$ cat config.mk
export PLATFORM = sky130hd
export DESIGN_NAME = instr_fetch
export DESIGN_NICKNAME = d
export VERILOG_FILES = /design/src/rtl/fetch_pkg.sv /design/src/rtl/fetch_fifo.sv /design/src/rtl/instr_fetch.sv
export SDC_FILE = /design/constraint.sdc
export NUM_CORES = 1
export LEC_CHECK = 0
export CAP_MARGIN = 30
export CORE_MARGIN = 2
export CORE_UTILIZATION = 58
export CTS_BUF_LIST = sky130_fd_sc_hd__clkbuf_8
export DETAILED_ROUTE_END_ITERATION = 8
export PLACE_DENSITY = 0.88
export SYNTH_ARGS = -nofsm -noshare
export SYNTH_HDL_FRONTEND = slang
export SYNTH_HIERARCHICAL = 1
export SYNTH_SLANG_ARGS = --single-unit
$ cat constraint.sdc
create_clock -name clk -period 18.2 [get_ports clk]
set_clock_uncertainty 0.15 [all_clocks]
set_input_delay 2.73 -clock clk [delete_from_list [all_inputs] [get_ports clk]]
set_output_delay 2.73 -clock clk [all_outputs]
set_load 0.01 [all_outputs]
$ cat src/rtl/fetch_pkg.sv
// Shared types for the instruction fetch unit.
// Entries carry the fetched word together with its PC.
package fetch_pkg;

    localparam int unsigned XLEN = 32;
    localparam logic [XLEN-1:0] INST_NOP = 32'h0000_0013;

    typedef logic [XLEN-1:0] addr_t;
    typedef logic [XLEN-1:0] inst_t;

    typedef struct packed {
        addr_t pc;
        inst_t inst;
    } fetch_entry_t;

endpackage

$ cat src/rtl/fetch_fifo.sv
// Synchronous fetch buffer of {pc, inst} entries.
// Head entry is read straight from registered storage.
module fetch_fifo
    import fetch_pkg::*;
#(
    parameter int unsigned DEPTH = 2,
    localparam int unsigned AW = $clog2(DEPTH),
    localparam int unsigned CW = AW + 1
) (
    input  logic          clk_i,
    input  logic          rst_ni,
    input  logic          push_i,
    input  fetch_entry_t  wdata_i,
    input  logic          pop_i,
    input  logic          flush_i,
    output fetch_entry_t  rdata_o,
    output logic [CW-1:0] count_o,
    output logic          full_o,
    output logic          empty_o
);

    fetch_entry_t  mem_q [DEPTH];
    logic [AW-1:0] wr_ptr_q;
    logic [AW-1:0] rd_ptr_q;
    logic [CW-1:0] count_q;
    logic          do_push;
    logic          do_pop;

    assign empty_o = (count_q == '0);
    assign full_o  = (count_q == CW'(DEPTH));
    assign count_o = count_q;
    assign rdata_o = mem_q[rd_ptr_q];

    assign do_pop  = pop_i && !empty_o;
    assign do_push = push_i && (!full_o || do_pop);

    // Pointers and occupancy; flush empties the buffer in one edge
    always_ff @(posedge clk_i) begin
        if (!rst_ni || flush_i) begin
            wr_ptr_q <= '0;
            rd_ptr_q <= '0;
            count_q  <= '0;
        end else begin
            if (do_push) wr_ptr_q <= wr_ptr_q + 1'b1;
            if (do_pop)  rd_ptr_q <= rd_ptr_q + 1'b1;
            count_q <= count_q + CW'(do_push) - CW'(do_pop);
        end
    end

    // Entry storage, contents are don't-care until written
    always_ff @(posedge clk_i) begin
        if (do_push && !flush_i) mem_q[wr_ptr_q] <= wdata_i;
    end

    a_no_overflow: assert property (@(posedge clk_i) disable iff (!rst_ni)
        !(push_i && !flush_i && full_o && !pop_i));

endmodule

$ cat src/rtl/instr_fetch.sv
// Instruction fetch: sequential PC generation, credit-limited
// imem requests, response buffering and redirect flushing.
module instr_fetch
    import fetch_pkg::*;
#(
    parameter int unsigned      XLEN       = 32,
    parameter logic [XLEN-1:0]  RESET_PC   = '0,
    parameter int unsigned      FIFO_DEPTH = 2
) (
    input  logic            clk,
    input  logic            reset,
    output logic            imem_req_valid,
    input  logic            imem_req_ready,
    output logic [XLEN-1:0] imem_req_addr,
    input  logic            imem_rsp_valid,
    input  logic [XLEN-1:0] imem_rsp_data,
    output logic            inst_valid,
    input  logic            inst_ready,
    output logic [XLEN-1:0] inst_data,
    output logic [XLEN-1:0] inst_pc,
    input  logic            redirect_valid,
    input  logic [XLEN-1:0] redirect_pc
);

    localparam int unsigned CW = $clog2(FIFO_DEPTH) + 1;

    logic [XLEN-1:0] fetch_pc_q, fetch_pc_d;
    logic [XLEN-1:0] rsp_pc_q, rsp_pc_d;
    logic [CW-1:0]   out_q, out_d;
    logic [CW-1:0]   drop_q, drop_d;
    logic [CW-1:0]   fifo_count;
    logic            fifo_full;
    logic            fifo_empty;
    logic            credit_ok;
    logic            req_fire;
    logic            push;
    logic            pop;
    logic [XLEN-1:0] redir_pc;
    fetch_entry_t    wdata;
    fetch_entry_t    rdata;

    assign credit_ok = (int'(out_q) + int'(fifo_count)) < int'(FIFO_DEPTH);
    assign imem_req_valid = reset && credit_ok && !redirect_valid;
    assign imem_req_addr  = fetch_pc_q;
    assign req_fire = imem_req_valid && imem_req_ready;

    assign redir_pc = {redirect_pc[XLEN-1:2], 2'b00};

    assign push  = imem_rsp_valid && (drop_q == '0) && !redirect_valid;
    assign pop   = inst_valid && inst_ready;
    assign wdata = '{pc: rsp_pc_q, inst: imem_rsp_data};

    assign inst_valid = !fifo_empty;
    assign inst_data  = rdata.inst;
    assign inst_pc    = rdata.pc;

    fetch_fifo #(
        .DEPTH (FIFO_DEPTH)
    ) u_fifo (
        .clk_i   (clk),
        .rst_ni  (reset),
        .push_i  (push),
        .wdata_i (wdata),
        .pop_i   (pop),
        .flush_i (redirect_valid),
        .rdata_o (rdata),
        .count_o (fifo_count),
        .full_o  (fifo_full),
        .empty_o (fifo_empty)
    );

    // Next-state: advance PCs, track in-flight and to-be-dropped responses
    always_comb begin
        fetch_pc_d = fetch_pc_q;
        rsp_pc_d   = rsp_pc_q;
        drop_d     = drop_q;
        out_d      = out_q + CW'(req_fire) - CW'(imem_rsp_valid);
        if (req_fire) fetch_pc_d = fetch_pc_q + 32'd4;
        if (push) rsp_pc_d = rsp_pc_q + 32'd4;
        if (imem_rsp_valid && drop_q != '0) drop_d = drop_q - 1'b1;
        if (redirect_valid) begin
            fetch_pc_d = redir_pc;
            rsp_pc_d   = redir_pc;
            drop_d     = out_d;
        end
    end

    // Fetch state registers with synchronous active-low reset
    always_ff @(posedge clk) begin
        if (!reset) begin
            fetch_pc_q <= RESET_PC;
            rsp_pc_q   <= RESET_PC;
            out_q      <= '0;
            drop_q     <= '0;
        end else begin
            fetch_pc_q <= fetch_pc_d;
            rsp_pc_q   <= rsp_pc_d;
            out_q      <= out_d;
            drop_q     <= drop_d;
        end
    end

    a_out_bound: assert property (@(posedge clk) disable iff (!reset)
        int'(out_q) <= int'(FIFO_DEPTH));
    a_drop_bound: assert property (@(posedge clk) disable iff (!reset)
        int'(drop_q) <= int'(FIFO_DEPTH));

endmodule
==> metrics.txt, run 1 <==
status=completed; die extent in y=126 um; post-synthesis cell area=8570 um^2; Area growth, synth to finish=24.8%; global placer's final weighted congestion=0.911; num ports=168; fin nets=914; worst rel slew slack=0.392; I/O Buffers=163; Die Width=126 um; drt drc=0; minimum clock period after layout=8050 ps; Post-CTS Setup Bufs=0; routed wire length=19.1 mm; DR vias=6277; vias in the first global route=5896; largest net degree at the start of global routing=65; PostCTS Resize Cnt=0; global-route usage over all layers=0.240; final slew viol count=0; CP max FO=42; Fmax=124 MHz; CP startpoint kind=input pin; first-pass GRT wire length=30.2 mm; Clock Sink Count=197; setup_tns=0 ps; Design Area, Final=10700 um^2; critical path type=input pin to primary output; CP Capture Type=primary output; hold_buf cts=0; fillers=941; Storage cell area=5230 um^2; diodes inserted=0; max-cap viol count=0; HPWL Detailed=13.1 mm; Rows=44; clock root buffer=clkbuf_8; 1st-iter DRT viols=710; drt via density=6.07; leakage power=3.55 nW; maximum vdd drop=0.0000457 V; final core occ=0.738; clk buf depth=2; CP required=15320 ps; dpl cell area=10300 um^2; Tcrit/Tclk final=0.442; TritonCTS Buffers=17; Syn Area/Cell=12.6 um^2; Worst-path clk slew=90 ps; CTS H-tree lvls=4; WL/cell=18.5 um; Hold Crit Class=flip-flop to flip-flop; share of cells above drive strength 1=0.144; CTS tree=done; multi-input logic area=3130 um^2; final hold viol count=0; Final Power=0.857 mW; grt ovf=0; drt pass-1 iters=7; Worst-Margin Slew=910 ps; Die Area=15800 um^2; core area=14500 um^2; Final ANT Viol Nets=0; worst-skew pair later-pin latency=460 ps; Starting Density=0.592; synth warn=6; crit path DAT=5170 ps; Pwr Density=80.2 nW/um^2; # setup viols final=0; Mapped Cells=680; initial antenna violation count=0; RSZ-0062 raised after global routing=false
worst paths after layout:
check                                        to  slack (ps)  cells after the start                         start
setup / recovery                 imem_req_valid       10150                      5                         reset
hold / removal    u_fifo/mem_q[0][38]$_DFFE_PP_         360                      0      rsp_pc_q[6]$_SDFFE_PN0P_
setup reg to reg         drop_q[1]$_SDFFE_PN0P_       15250                     10  u_fifo/count_o[0]$_SDFF_PP0_
hold reg to reg   u_fifo/mem_q[0][38]$_DFFE_PP_         360                      0      rsp_pc_q[6]$_SDFFE_PN0P_
power breakdown:
part | leakage [nW] | total, mW | switching [mW] | internal (mW)
clock | 0.192 | 0.252 | 0.140 | 0.112
combinational | 1.62 | 0.0930 | 0.0428 | 0.0502
sequential | 1.74 | 0.512 | 0.0176 | 0.494
layer usage:
| layer | vias to the layer above | global-route usage | routed length (um) |
|---|---|---|---|
| li1 | 2924 | - | - |
| met1 | 2997 | 0.339 | 8280 |
| met2 | 329 | 0.376 | 8970 |
| met3 | 27 | 0.0509 | 1560 |
| met4 | 0 | 0.0739 | 290 |
| met5 | - | 0 | 0 |
through the flow:
| step | std cells | setup WS [ps] | hold WS [ps] |
|---|---|---|---|
| floorplan | 685 | 9580 | 311 |
| global placement | 1001 | 10290 | 329 |
| detailed placement | 1002 | 10210 | 342 |
| CTS | 1034 | 10200 | 360 |
| global route | 1034 | 10070 | 376 |
| finish | 1034 | 10150 | 360 |
registers in the layout, indices dropped and copies added (netlist names), named ones only:
register,count
u_fifo/wr_ptr_q,1
u_fifo/mem_q,128
rsp_pc_q,30
u_fifo/rd_ptr_q,1
drop_q,2
out_q,2
imem_req_addr,30
u_fifo/count_o,2
layout by cell type (no fill, tap or decap), types with 8 or more instances in the layout:
cell type and count:
and4_1 18, clkdlybuf4s50_1 163, or3_1 14, xor2_1 13
mux2_2 65, nor4_1 13, a211oi_1 12, edfxtp_1 128
dfxtp_1 68, nor3_1 9, and3_1 8, nand4_1 19
clkbuf_8 19, xnor2_1 12, inv_1 13, a31oi_1 19
nor2_1 27, nand3_1 23, a21oi_1 23, o21ai_0 40
nand2_1 34
worst max-delay path, cell delays in order:
cell             delay [ps]
clkdlybuf4s50_1         460
buf_4                   340
nor2b_1                 780
nor3b_1                 280
clkdlybuf4s50_1         570
cell type report:
type	count	area share
Sequential cell	197	0.489
Clock buffer	19	0.0245
Timing Repair Buffer	171	0.160
Multi-Input combinational cell	440	0.293
Clock inverter	13	0.00878
Tap cell	184	0.0215
Inverter	10	0.00351
Note: power is estimated with default switching activity, not from simulation.
==> inputs of run 2 (changes only) <==
--- a/config.mk
+++ b/config.mk
@@ -7,10 +7,10 @@
 export LEC_CHECK = 0
 export CAP_MARGIN = 30
 export CORE_MARGIN = 2
-export CORE_UTILIZATION = 58
+export CORE_UTILIZATION = 54
 export CTS_BUF_LIST = sky130_fd_sc_hd__clkbuf_8
 export DETAILED_ROUTE_END_ITERATION = 8
-export PLACE_DENSITY = 0.88
+export PLACE_DENSITY = 0.83
 export SYNTH_ARGS = -nofsm -noshare
 export SYNTH_HDL_FRONTEND = slang
 export SYNTH_HIERARCHICAL = 1
==> constraint.sdc (replaced) <==
create_clock -name clk -period 8.4 [get_ports clk]
set_clock_uncertainty 0.15 [all_clocks]
set_input_delay 1.26 -clock clk [delete_from_list [all_inputs] [get_ports clk]]
set_output_delay 1.26 -clock clk [all_outputs]
set_load 0.01 [all_outputs]
==> run 2 against run 1 <==
  * Critical path depth stayed put
  * Via count shrank 0.92%
  * Final cell count rose by 3.1%
  * Global-route usage fell by 1.5 points
  * Cell area is 0.89% higher
  * Non-clock buffer count stayed put
  * Critical path type unchanged
  * Largest power group unchanged
==> metrics.txt, run 2 (same netlist as run 1, synthesis figures left out) <==
worst rel slew slack=0.421; WL/cell=17.6 um; Tcrit/Tclk final=0.590; final core occ=0.686; I/O Buffers=163; max-cap viol count=0; Worst-path clk slew=90 ps; core area=15700 um^2; num ports=168; final slew viol count=0; share of cells above drive strength 1=0.146; Starting Density=0.545; CP Capture Type=primary output; Pwr Density=179 nW/um^2; PostCTS Resize Cnt=0; Clock Sink Count=197; CP required=6990 ps; 1st-iter DRT viols=522; diodes inserted=0; max reg flops=128; global placer's final weighted congestion=0.865; setup_tns=0 ps; post-layout worst setup margin=3440 ps; status=completed; die extent in y=130 um; Worst-Margin Slew=868 ps; CP max FO=42; HPWL Detailed=13.0 mm; drt via density=5.83; Worst R2R End=imem_req_addr[25]$_SDFFE_PN0P_; TritonCTS Buffers=17; final hold viol count=0; DP Cell Count=1034; initial antenna violation count=0; Hold Path Sink=imem_req_addr[3]$_SDFFE_PN0P_; Final Power=1.93 mW; Post-CTS Setup Bufs=0; dpl cell area=10400 um^2; pre-CTS setup slack=3430 ps; # setup viols final=0; fin nets=914; minimum clock period after layout=4960 ps; global-route usage over all layers=0.225; WHS=372 ps; DR vias=6219; Design Area, Final=10800 um^2; RSZ-0062 raised after global routing=false; routed wire length=18.8 mm; internal power=1.49 mW; Hold Crit Class=flip-flop to flip-flop; largest net degree at the start of global routing=65; Area growth, synth to finish=25.9%; Worst Reg-to-Reg Cells=6; Die Area=16900 um^2; Final Non-Filler Cells=1066; Final ANT Viol Nets=0; grt ovf=0; Die Width=130 um; clock root buffer=clkbuf_8; reg-to-reg slack, setup=5460 ps; worst-skew pair later-pin latency=460 ps; most common cell after layout, fill and taps aside=clkdlybuf4s50_1; Comb power frac=0.104; R2R Path Start=u_fifo/count_o[0]$_SDFF_PP0_; first-pass GRT wire length=29.7 mm; Sw Ratio=0.229; CTS tree=done; crit path DAT=3550 ps; Rows=46; Clk pwr share=0.322; CP startpoint kind=input pin; vias in the first global route=5918; Fmax=202 MHz; hold depth=2; leakage power=3.57 nW; maximum vdd drop=0.000104 V; hold wc startpoint=imem_req_addr[3]$_SDFFE_PN0P_; hold_buf cts=0; most frequent cells in the layout=163 x clkdlybuf4s50_1, 128 x edfxtp_1, 68 x dfxtp_1; drt pass-1 iters=5; sequential power share=0.574; Net Sw Power=0.442 mW; clk buf depth=2; critical path type=input pin to primary output; Most flops, register=u_fifo/mem_q; drt drc=0; CTS H-tree lvls=4
-- run 2: changes by cell type in the layout (fill, tap and decap cells not counted) --
cell        change
buf_12          +1
inv_1           -1
inv_6           +1
clkinv_1        -1
bufinv_16       +2
buf_16          -1
clkinv_2        -3
clkinvlp_4      +1
clkinv_4        +1
-- run 2: final cells by class --
type,count,area (um^2)
tap,216,270
multi-input combinational,440,3130
clock inverter,13,156
sequential,197,5230
timing repair buffer,171,1700
inverter,10,37.5
fill,1125,4930
clock buffer,19,262
-- run 2: per-layer routing --
metal  track usage  wire length (um)  share of wire
met3        0.0426              1300          0.069
met2         0.373              9050           0.48
met5             0                 0              0
met4        0.0734               282          0.015
met1         0.302              8160           0.43
-- run 2: critical path, cell delays in order --
cell             delay [ps]
clkdlybuf4s50_1         450
buf_4                   330
nor2b_1                 670
nor3b_1                 260
clkdlybuf4s50_1         570
-- run 2: power groups by stage --
stage,combinational [mW],clock (mW),sequential [mW]
2_1_floorplan,0.0973,0,1.12
3_3_place_gp,0.192,0,1.12
3_5_place_dp,0.199,0,1.13
4_1_cts,0.201,0.637,1.11
5_1_grt,0.218,0.669,1.11
6_report,0.200,0.622,1.11
-- run 2: worst max-delay path by stage --
stage                                              end  slack, ps           start  depth (start not counted)
after detailed placement                imem_req_valid       3430           reset                          5
after global placement                  imem_req_valid       3440           reset                          5
final                                   imem_req_valid       3440           reset                          5
after global routing                    imem_req_valid       3290           reset                          5
after floorplan           u_fifo/mem_q[0][0]$_DFFE_PP_       1250  redirect_valid                          5
after CTS                               imem_req_valid       3420           reset                          5
==> inputs of run 3 (changes only) <==
--- a/config.mk
+++ b/config.mk
@@ -7,10 +7,10 @@
 export LEC_CHECK = 0
 export CAP_MARGIN = 30
 export CORE_MARGIN = 2
-export CORE_UTILIZATION = 54
+export CORE_UTILIZATION = 48
 export CTS_BUF_LIST = sky130_fd_sc_hd__clkbuf_8
 export DETAILED_ROUTE_END_ITERATION = 8
-export PLACE_DENSITY = 0.83
+export PLACE_DENSITY = 0.78
 export SYNTH_ARGS = -nofsm -noshare
 export SYNTH_HDL_FRONTEND = slang
 export SYNTH_HIERARCHICAL = 1
==> constraint.sdc (replaced) <==
create_clock -name clk -period 4 [get_ports clk]
set_clock_uncertainty 0.15 [all_clocks]
set_input_delay 0.6 -clock clk [delete_from_list [all_inputs] [get_ports clk]]
set_output_delay 0.6 -clock clk [all_outputs]
set_load 0.01 [all_outputs]
==> run 3 against run 2 <==
  * Count of clock-buffer cells in the layout down 2
  * Setup slack worse by 2600 ps
  * First-iteration DRC count is 27% lower
  * Register-to-register slack got worse by 4400 ps
  * Via count down 1.9%
  * Sequential cell count unchanged
  * Global-route usage decreased by 2.5 points
  * Critical path depth is 1 lower
  * Cell area increased by 0.95%
  * Final cell count rose by 1.2%
  * Wire length decreased by 1.1%
  * Die area increased by 12%
  * Largest power group unchanged
==> metrics.txt, run 3 (same netlist as run 1, synthesis figures left out) <==
grt ovf=0; Tcrit/Tclk final=0.781; Rows=48; RSZ-0062 raised after global routing=false; Clock Sink Count=197; CP startpoint kind=flip-flop; DR vias=6098; Clk pwr share=0.338; hold_buf cts=0; WHS=368 ps; Die Width=138 um; Area growth, synth to finish=27.1%; Comb power frac=0.102; PostCTS Resize Cnt=0; worst rel slew slack=0.425; 1st-iter DRT viols=380; CP max FO=7; maximum vdd drop=0.000216 V; CP required=3250 ps; max-cap viol count=0; most common cell after layout, fill and taps aside=clkdlybuf4s50_1; diodes inserted=0; worst-skew pair later-pin latency=450 ps; I/O Buffers=163; drt via density=5.65; Final ANT Viol Nets=0; Die Area=18900 um^2; Most flops, register=u_fifo/mem_q; # setup viols final=0; initial antenna violation count=0; clk buf depth=2; global-route usage over all layers=0.200; fin nets=918; status=completed; final slew viol count=0; critical path startpoint=u_fifo/count_o[0]$_SDFF_PP0_; Met2 Wirelength=8.36 mm; Post-CTS Setup Bufs=0; clock root buffer=clkbuf_8; core area=17400 um^2; die extent in y=138 um; Net Sw Power=0.934 mW; Pwr Density=381 nW/um^2; CTS H-tree lvls=4; hold wc startpoint=u_fifo/rd_ptr_q$_SDFFE_PP0N_; vias in the first global route=5833; CTS tree=done; largest net degree at the start of global routing=65; Starting Density=0.494; WL/cell=17.2 um; drt pass-1 iters=4; Sw Ratio=0.225; critical path type=flip-flop to primary output; Worst-path clk slew=100 ps; routed wire length=18.6 mm; final hold viol count=0; HPWL Detailed=12.9 mm; most frequent cells in the layout=162 x clkdlybuf4s50_1, 128 x edfxtp_1, 68 x dfxtp_1; CP Capture Type=primary output; met3 WL=1.67 mm; drt drc=0; crit path DAT=2370 ps; wl on met1=8.31 mm; minimum clock period after layout=3120 ps; share of cells above drive strength 1=0.151; num ports=168; post-layout worst setup margin=875 ps; R2R Path Start=u_fifo/count_o[0]$_SDFF_PP0_; first-pass GRT wire length=29.2 mm; Hold Crit Class=flip-flop to flip-flop; sequential power share=0.560; internal power=3.21 mW; TritonCTS Buffers=17; top sig layer=met4; Fmax=320 MHz; leakage power=3.59 nW; global placer's final weighted congestion=0.878; pre-CTS setup slack=745 ps; Worst-Margin Slew=862 ps; max reg flops=128
[run 3: final cells by class]
| class | instances | area [um^2] |
|---|---|---|
| Fill cell | 1414 | 6470 |
| Sequential cell | 197 | 5230 |
| Multi-Input combinational cell | 440 | 3140 |
| Timing Repair Buffer | 175 | 1750 |
| Tap cell | 225 | 282 |
| Clock buffer | 17 | 234 |
| Clock inverter | 15 | 213 |
| Inverter | 10 | 37.5 |
[run 3: worst max-delay path, stage by stage (launching register included)]
cell and delay, ps:
dfxtp_1 440, and2_1 170, fa_1 490, nor3b_1 240, clkdlybuf4s50_1 570
[run 3: path summary, 6_finish.rpt]
path	end	slack (ps)	cells past startpoint
max reg2reg	imem_req_addr[25]$_SDFFE_PN0P_	1090	6
max	imem_req_valid	880	4
min reg2reg	u_fifo/rd_ptr_q$_SDFFE_PP0N_	370	2
min	u_fifo/rd_ptr_q$_SDFFE_PP0N_	370	2
[run 3: layer usage]
layer / GRT usage / up-vias
met5: 0 / -
met4: 0.0521 / 0
met3: 0.0574 / 16
met2: 0.318 / 221
met1: 0.270 / 2933
li1: - / 2928
[run 3: power groups by stage]
stage	sequential (mW)	clock (mW)	combinational (mW)
finish	2.32	1.40	0.422
detailed placement	2.37	0	0.422
CTS	2.32	1.43	0.424
floorplan	2.36	0	0.205
global placement	2.36	0	0.412
global route	2.34	1.52	0.462
[run 3: stage by stage]
| stage | util | power [mW] | setup TNS, ps | instance area [um^2] | instances |
|---|---|---|---|---|---|
| after floorplan | - | 2.56 | -69500 | 8600 | 685 |
| after global placement | 0.602 | 2.78 | 0 | 10400 | 1047 |
| after detailed placement | 0.602 | 2.79 | 0 | 10400 | 1047 |
| after CTS | 0.627 | 4.18 | 0 | 10900 | 1079 |
| after global routing | 0.627 | 4.32 | 0 | 10900 | 1079 |
| final | 0.627 | 4.15 | 0 | 10900 | 1079 |
